===== src/rtl/sync_fifo_pkg.sv =====
// Shared helpers and types for the single-clock FIFO.
package sync_fifo_pkg;

  typedef enum logic {STD, FWFT} rd_mode_e;

  // Pointer/count width: address bits plus one wrap bit.
  function automatic int unsigned ptr_w(input int unsigned depth);
    return $clog2(depth) + 1;
  endfunction

endpackage


===== src/rtl/sync_fifo_mem.sv =====
// Simple dual-port storage: synchronous write, asynchronous read, no reset.
module sync_fifo_mem #(
  parameter int unsigned size  = 8,
  parameter int unsigned depth = 16
) (
  input  logic                     clk,
  input  logic                     we,
  input  logic [$clog2(depth)-1:0] waddr,
  input  logic [size-1:0]          wdata,
  input  logic [$clog2(depth)-1:0] raddr,
  output logic [size-1:0]          rdata
);

  logic [size-1:0] mem [depth];

  always_ff @(posedge clk) begin
    if (we) mem[waddr] <= wdata;
  end

  assign rdata = mem[raddr];

endmodule


===== src/rtl/sync_fifo.sv =====
// Single-clock FIFO with standard/FWFT read, programmable flags, occupancy
// count, sticky overflow/underflow and synchronous flush.
module sync_fifo
  import sync_fifo_pkg::*;
#(
  parameter int unsigned size  = 8,
  parameter int unsigned depth = 16,
  parameter int unsigned fwft  = 0
) (
  input  logic                      clk,
  input  logic                      clr,
  input  logic                      flush,
  input  logic                      w_en,
  input  logic [size-1:0]           datain,
  input  logic                      r_en,
  output logic [size-1:0]           dataout,
  output logic                      fullN,
  output logic                      emptyN,
  output logic                      afullN,
  output logic                      aemptyN,
  input  logic [ptr_w(depth)-1:0]   af_thresh,
  input  logic [ptr_w(depth)-1:0]   ae_thresh,
  output logic [ptr_w(depth)-1:0]   count,
  output logic                      ovf,
  output logic                      udf
);

  localparam int unsigned CW = ptr_w(depth);
  localparam int unsigned AW = $clog2(depth);
  localparam logic [CW-1:0] FULL_CNT = CW'(depth);
  localparam rd_mode_e MODE = (fwft != 0) ? FWFT : STD;

  logic [CW-1:0]   wptr, rptr;
  logic [size-1:0] head;
  logic [size-1:0] dout_q;
  logic            is_full, is_empty;
  logic            wr_acc, rd_acc;

  assign is_full  = (count == FULL_CNT);
  assign is_empty = (count == '0);
  assign wr_acc   = w_en && !is_full;
  assign rd_acc   = r_en && !is_empty;

  sync_fifo_mem #(
    .size  (size),
    .depth (depth)
  ) u_mem (
    .clk   (clk),
    .we    (wr_acc && !flush),
    .waddr (wptr[AW-1:0]),
    .wdata (datain),
    .raddr (rptr[AW-1:0]),
    .rdata (head)
  );

  always_ff @(posedge clk or posedge clr) begin
    if (clr) begin
      wptr   <= '0;
      rptr   <= '0;
      count  <= '0;
      ovf    <= 1'b0;
      udf    <= 1'b0;
      dout_q <= '0;
    end else if (flush) begin
      wptr   <= '0;
      rptr   <= '0;
      count  <= '0;
      ovf    <= 1'b0;
      udf    <= 1'b0;
      dout_q <= '0;
    end else begin
      if (wr_acc) wptr <= wptr + CW'(1);
      if (rd_acc) begin
        rptr   <= rptr + CW'(1);
        dout_q <= head;
      end
      unique case ({wr_acc, rd_acc})
        2'b10:   count <= count + CW'(1);
        2'b01:   count <= count - CW'(1);
        default: count <= count;
      endcase
      // A write presented while full is dropped even when a read frees a slot.
      if (w_en && is_full)  ovf <= 1'b1;
      if (r_en && is_empty) udf <= 1'b1;
    end
  end

  always_comb begin
    dataout = dout_q;
    if (MODE == FWFT) dataout = is_empty ? '0 : head;
  end

  assign fullN   = !is_full;
  assign emptyN  = !is_empty;
  assign afullN  = !(count >= af_thresh);
  assign aemptyN = !(count <= ae_thresh);

endmodule


===== config.mk =====
export PLATFORM = sky130hd
export DESIGN_NAME = sync_fifo
export DESIGN_NICKNAME = d
export VERILOG_FILES = /design/src/rtl/sync_fifo_pkg.sv /design/src/rtl/sync_fifo_mem.sv /design/src/rtl/sync_fifo.sv
export SDC_FILE = /design/constraint.sdc
export NUM_CORES = 1
export LEC_CHECK = 0
export ABC_AREA = 1
export ABC_CLOCK_PERIOD_IN_PS = 2600
export BUFFER_PORTS_ARGS = -buffer_cell sky130_fd_sc_hd__clkbuf_2
export CAP_MARGIN = 20
export CORE_UTILIZATION = 62
export CTS_BUF_LIST = sky130_fd_sc_hd__clkbuf_8
export DETAILED_ROUTE_END_ITERATION = 7
export PLACE_DENSITY = 0.93
export SYNTH_ARGS = -nofsm -noshare
export SYNTH_HDL_FRONTEND = slang
export SYNTH_SLANG_ARGS = --single-unit

===== constraint.sdc =====
create_clock -name clk -period 2.6 [get_ports clk]
set_input_delay 0.26 -clock clk [delete_from_list [all_inputs] [get_ports clk]]
set_output_delay 0.26 -clock clk [all_outputs]
set_load 0.02 [all_outputs]

==> summary.md <==
For the headroom to the max-slew limit, the log shows 0.4137. The tools report the final RePlAce weighted congestion as 0.8616. Synthesis instantiated 35 different standard cells from the library. The filler cells instantiated in the layout total 628. The cell area that synthesis handed to floorplanning was 6594 sq um. The number of standard-cell rows in the floorplan is 37. The met2 demand-to-capacity share in global routing was 0.4536. The die covers 11,050 sq um.

The run finished with clean final reports. In the final timing run, aggregate negative setup slack is 0 ns. The synthesis-to-finish area growth works out to 12.49%.

For this design the static power due to leakage is 2.803 nW. The fraction of synthesized cell area taken by the top area cell type works out to 0.5829. In this run the count of I/O pins placed on the die edge is 42. The first detailed-routing pass ran for 6 iterations. The final layout contains routed wiring with a total length of 14.69 mm. The number of nets in the finished design was 628; the overall die height was 105.1 um. IR analysis of the VDD net gives a maximum drop of 0.5132 mV. Among all flip-flop cells after synthesis, the most frequent one is sky130_fd_sc_hd__edfxtp_1. Worst-skew pair later-pin latency: 0.45 ns. In the layout the commonest cells are sky130_fd_sc_hd__edfxtp_1, sky130_fd_sc_hd__nor2_1, sky130_fd_sc_hd__nand2_1, sky130_fd_sc_hd__o21ai_0, sky130_fd_sc_hd__clkbuf_2. During synthesis, Yosys emitted a total of 0 warnings. The time the final worst path needs with I/O delays and setup works out to 2.473 ns.

The overall global routing resource usage was 0.2787. The number of placed instances, taps included was 704. The hold-critical path depth came out at 3. TritonCTS built the clock tree.

The synthesized design spends more area on one cell type than any other, namely sky130_fd_sc_hd__edfxtp_1. The pin slew with the least headroom to its limit works out to 0.8784 ns. The tools report the detailed-route via count as 4,572. The run gives 0 as the number of resized instances in the post-cts repair step.

The number of global-route vias before repair is 4,410. Setup violations remaining at the end of the flow were counted as 0. Number of port buffers: 41.

The proportion of layout cells with a drive suffix above 1 works out to 0.1897. The library cell used most frequently in the layout, excluding fill and tap cells, is sky130_fd_sc_hd__edfxtp_1. The maximum buffer depth of the clock tree is 2, and the sequential cell area fraction in the yosys report is 0.6702.

The fraction of power spent switching nets works out to 0.3574. By area the synthesized netlist is led by sky130_fd_sc_hd__edfxtp_1, sky130_fd_sc_hd__dfrtp_1, sky130_fd_sc_hd__mux2i_1. For the worst flop-to-flop path, the logic depth is 15. After synthesis the netlist holds a flip-flop and latch count of 151.

Setup repair after global routing left no endpoint under its margin. The pre-CTS setup slack came out at 0.5256 ns. The tools report the residual antenna-violating net count after detailed routing as 0. Most utilized layer in the global route result: met2.

In this run, synthesis inferred 128 flip-flops with an integrated enable. For the number of hold buffers added after CTS, the log shows 1. In this run the post-CTS setup repair buffer count came out at 0. The tools report the TritonCTS buffer count as 17.

The run gives 4420 sq um as the sequential cell area in the final layout. The number of max-cap violations was 0. The first-pass GRT wire length is 22.67 mm, and the internal power is 4.362 mW. The logs give 0 for the number of endpoints with negative hold slack in the final report and 1906 sq um for the area of the multi-input gates. The analysis attributes to net switching a power of 2.426 mW. After technology mapping, the gate count stands at 532. In the final routed layout, each cell accounts on average for 19.93 um. The run gives 0 as the sum of overflow across all layers after global routing.

In this run the worst hold path is classified as in -> reg. For the violation count after the first detailed-routing iteration, the log shows 561. STA classifies the critical path endpoint as an output pin. Clock transition at the register clock pins on the worst setup and hold paths after CTS: 0.10 ns. From left edge to right edge, the die measures 105.1 um. The tools report the final number of max-transition violations as 0. Walking the worst path, the cells encountered are inv_1 -> ha_1 -> inv_1 -> nand2_1 -> a21oi_1 -> o21bai_1 -> a21o_1 -> a21oi_1 -> clkbuf_2.

The count of cells in the finished layout, fillers not included, comes to 737. Among all stages on the critical path, the largest delay is contributed by sky130_fd_sc_hd__dfrtp_1. The run gives 0 as the antenna diode count. Startpoint type of the worst setup path: a flop. The logs give 0.1421 ns for the final worst hold slack and 0 for the number of DRC violations after detailed routing. The logs give 572 for the post-synth net total and 68 for the pin count of the biggest net entering global routing.

For the share of power burned in combinational logic, the log shows 0.292. The portion of the clock cycle consumed by the worst path in the final layout is 0.9511, and the power per cell area is 915.2 nW/um^2. Detailed placement ended at an HPWL of 9.034 mm. The H-tree was split into 4 levels. Clock skew on the completed layout was measured at 0.02572 ns.

CTS placed an instance of sky130_fd_sc_hd__clkbuf_8 at the clock tree root. Power comes to 6.788 mW. For this run, the top clock speed supported by timing is 404.4 MHz. The critical path arrival was 2.21 ns. The floorplan step defined a core boundary enclosing 10,320 sq um.

The clock network power share was 0.274; the total number of clock tree sinks was 151. Of all nets on the critical path, the largest fanout is 7. In the routed layout, each cell is associated on average with a via count of 6.204.

The met3 global-route usage was 0.07299; the final worst slack was 0.1271 ns. For the met1 capacity usage during global routing, the log shows 0.3540. By startpoint and endpoint, the worst setup path is classified as reg -> out. The largest single stage delay on the critical path is 0.53 ns. The average size of a mapped cell was 12.39 sq um. Data on the critical path is required at its endpoint by 2.34 ns.

The proportion of synthesized flip-flops having asynchronous set or reset is 0.1523. Portion of total power attributed to sequential cells: 0.434. The number of antenna violations at the first check in global routing came out at 0. The initial core utilization was 0.6387.
[per-layer routing]
metal	part of all wire	wire length (um)
met5	0	0
met2	0.49	7213
met4	0.033	478
met3	0.086	1270
met1	0.39	5723
[metrics by stage]
step	instance area (sq um)	utilization
floorplan	6594	-
global placement	6997	0.6777
detailed placement	6997	0.6777
CTS	7417	0.7185
global route	7417	0.7185
finish	7417	0.7185
[Yosys cell counts (3+ instances only)]
cell type                  instances
sky130_fd_sc_hd__a21oi_1           9
sky130_fd_sc_hd__buf_2             9
sky130_fd_sc_hd__buf_4             6
sky130_fd_sc_hd__clkbuf_1         11
sky130_fd_sc_hd__dfrtp_1          23
sky130_fd_sc_hd__edfxtp_1        128
sky130_fd_sc_hd__ha_1             17
sky130_fd_sc_hd__inv_1            29
sky130_fd_sc_hd__inv_2             4
sky130_fd_sc_hd__mux2i_1          26
sky130_fd_sc_hd__nand2_1          57
sky130_fd_sc_hd__nand2_2           4
sky130_fd_sc_hd__nand3_1          34
sky130_fd_sc_hd__nand3_2           3
sky130_fd_sc_hd__nand4_1           3
sky130_fd_sc_hd__nor2_1           65
sky130_fd_sc_hd__nor2_4            3
sky130_fd_sc_hd__nor3_1            3
sky130_fd_sc_hd__o211ai_1          4
sky130_fd_sc_hd__o21ai_0          49
sky130_fd_sc_hd__o21ai_1           3
sky130_fd_sc_hd__o221ai_1         24
sky130_fd_sc_hd__o22ai_1           3
[critical path: cells and delay by family (launching register included)]
| kind | cells | cell delay [ns] |
|---|---|---|
| flops | 1 | 0.53 |
| compound gates | 4 | 0.51 |
| buf+inv | 3 | 0.38 |
| fa+ha+maj | 1 | 0.29 |
| simple gates | 1 | 0.04 |
[power by group through the flow]
stage          Combinational [mW]  Sequential (mW)  Clock (mW)
2_1_floorplan                1.38             3.02           0
3_3_place_gp                 1.85             2.98           0
3_5_place_dp                 1.93             2.99           0
4_1_cts                      1.96             2.94        1.86
5_1_grt                      2.17             2.96        1.96
6_report                     1.98             2.94        1.86
[cell type report]
type | count | area share
flip-flops and latches | 151 | 0.5960
inverters | 36 | 0.01856
multi-input cells | 319 | 0.2569
clock buffers | 17 | 0.03155
repair buffers | 63 | 0.05027
well taps | 136 | 0.02294
clock inverters | 15 | 0.02379
[path summary, 6_finish.rpt]
kind                                              from                endpoint  slack, ns
worst min register to register  dataout[7]$_DFFE_PP0P_  dataout[7]$_DFFE_PP0P_       0.54
worst max register to register    count[1]$_DFFE_PP0P_    count[4]$_DFFE_PP0P_       0.46
min in group asynchronous                          clr    count[3]$_DFFE_PP0P_       0.52
worst min-delay path                              r_en         udf$_DFFE_PP0P_       0.14
max in group asynchronous                          clr     rptr[0]$_DFFE_PP0P_       1.48
worst max-delay path              count[0]$_DFFE_PP0P_                  afullN       0.13
[sequential cells by signal, indices dropped and copies added (netlist names)]
name       flops
count          5
rptr           4
udf            1
wptr           4
dataout        8
ovf            1
u_mem.mem    128
[logic make-up after synthesis]
logic type | count (synthesis) | synth area share
AND/OR/NAND/NOR | 176 | 0.1213
flip-flops | 151 | 0.6702
AO/OA/AOI/OAI | 98 | 0.09336
buffers and inverters | 62 | 0.04080
multiplexers | 26 | 0.03947
adder cells (fa/ha/maj) | 17 | 0.03226
XOR/XNOR | 2 | 0.002657
Note: power is estimated with default switching activity, not from simulation.
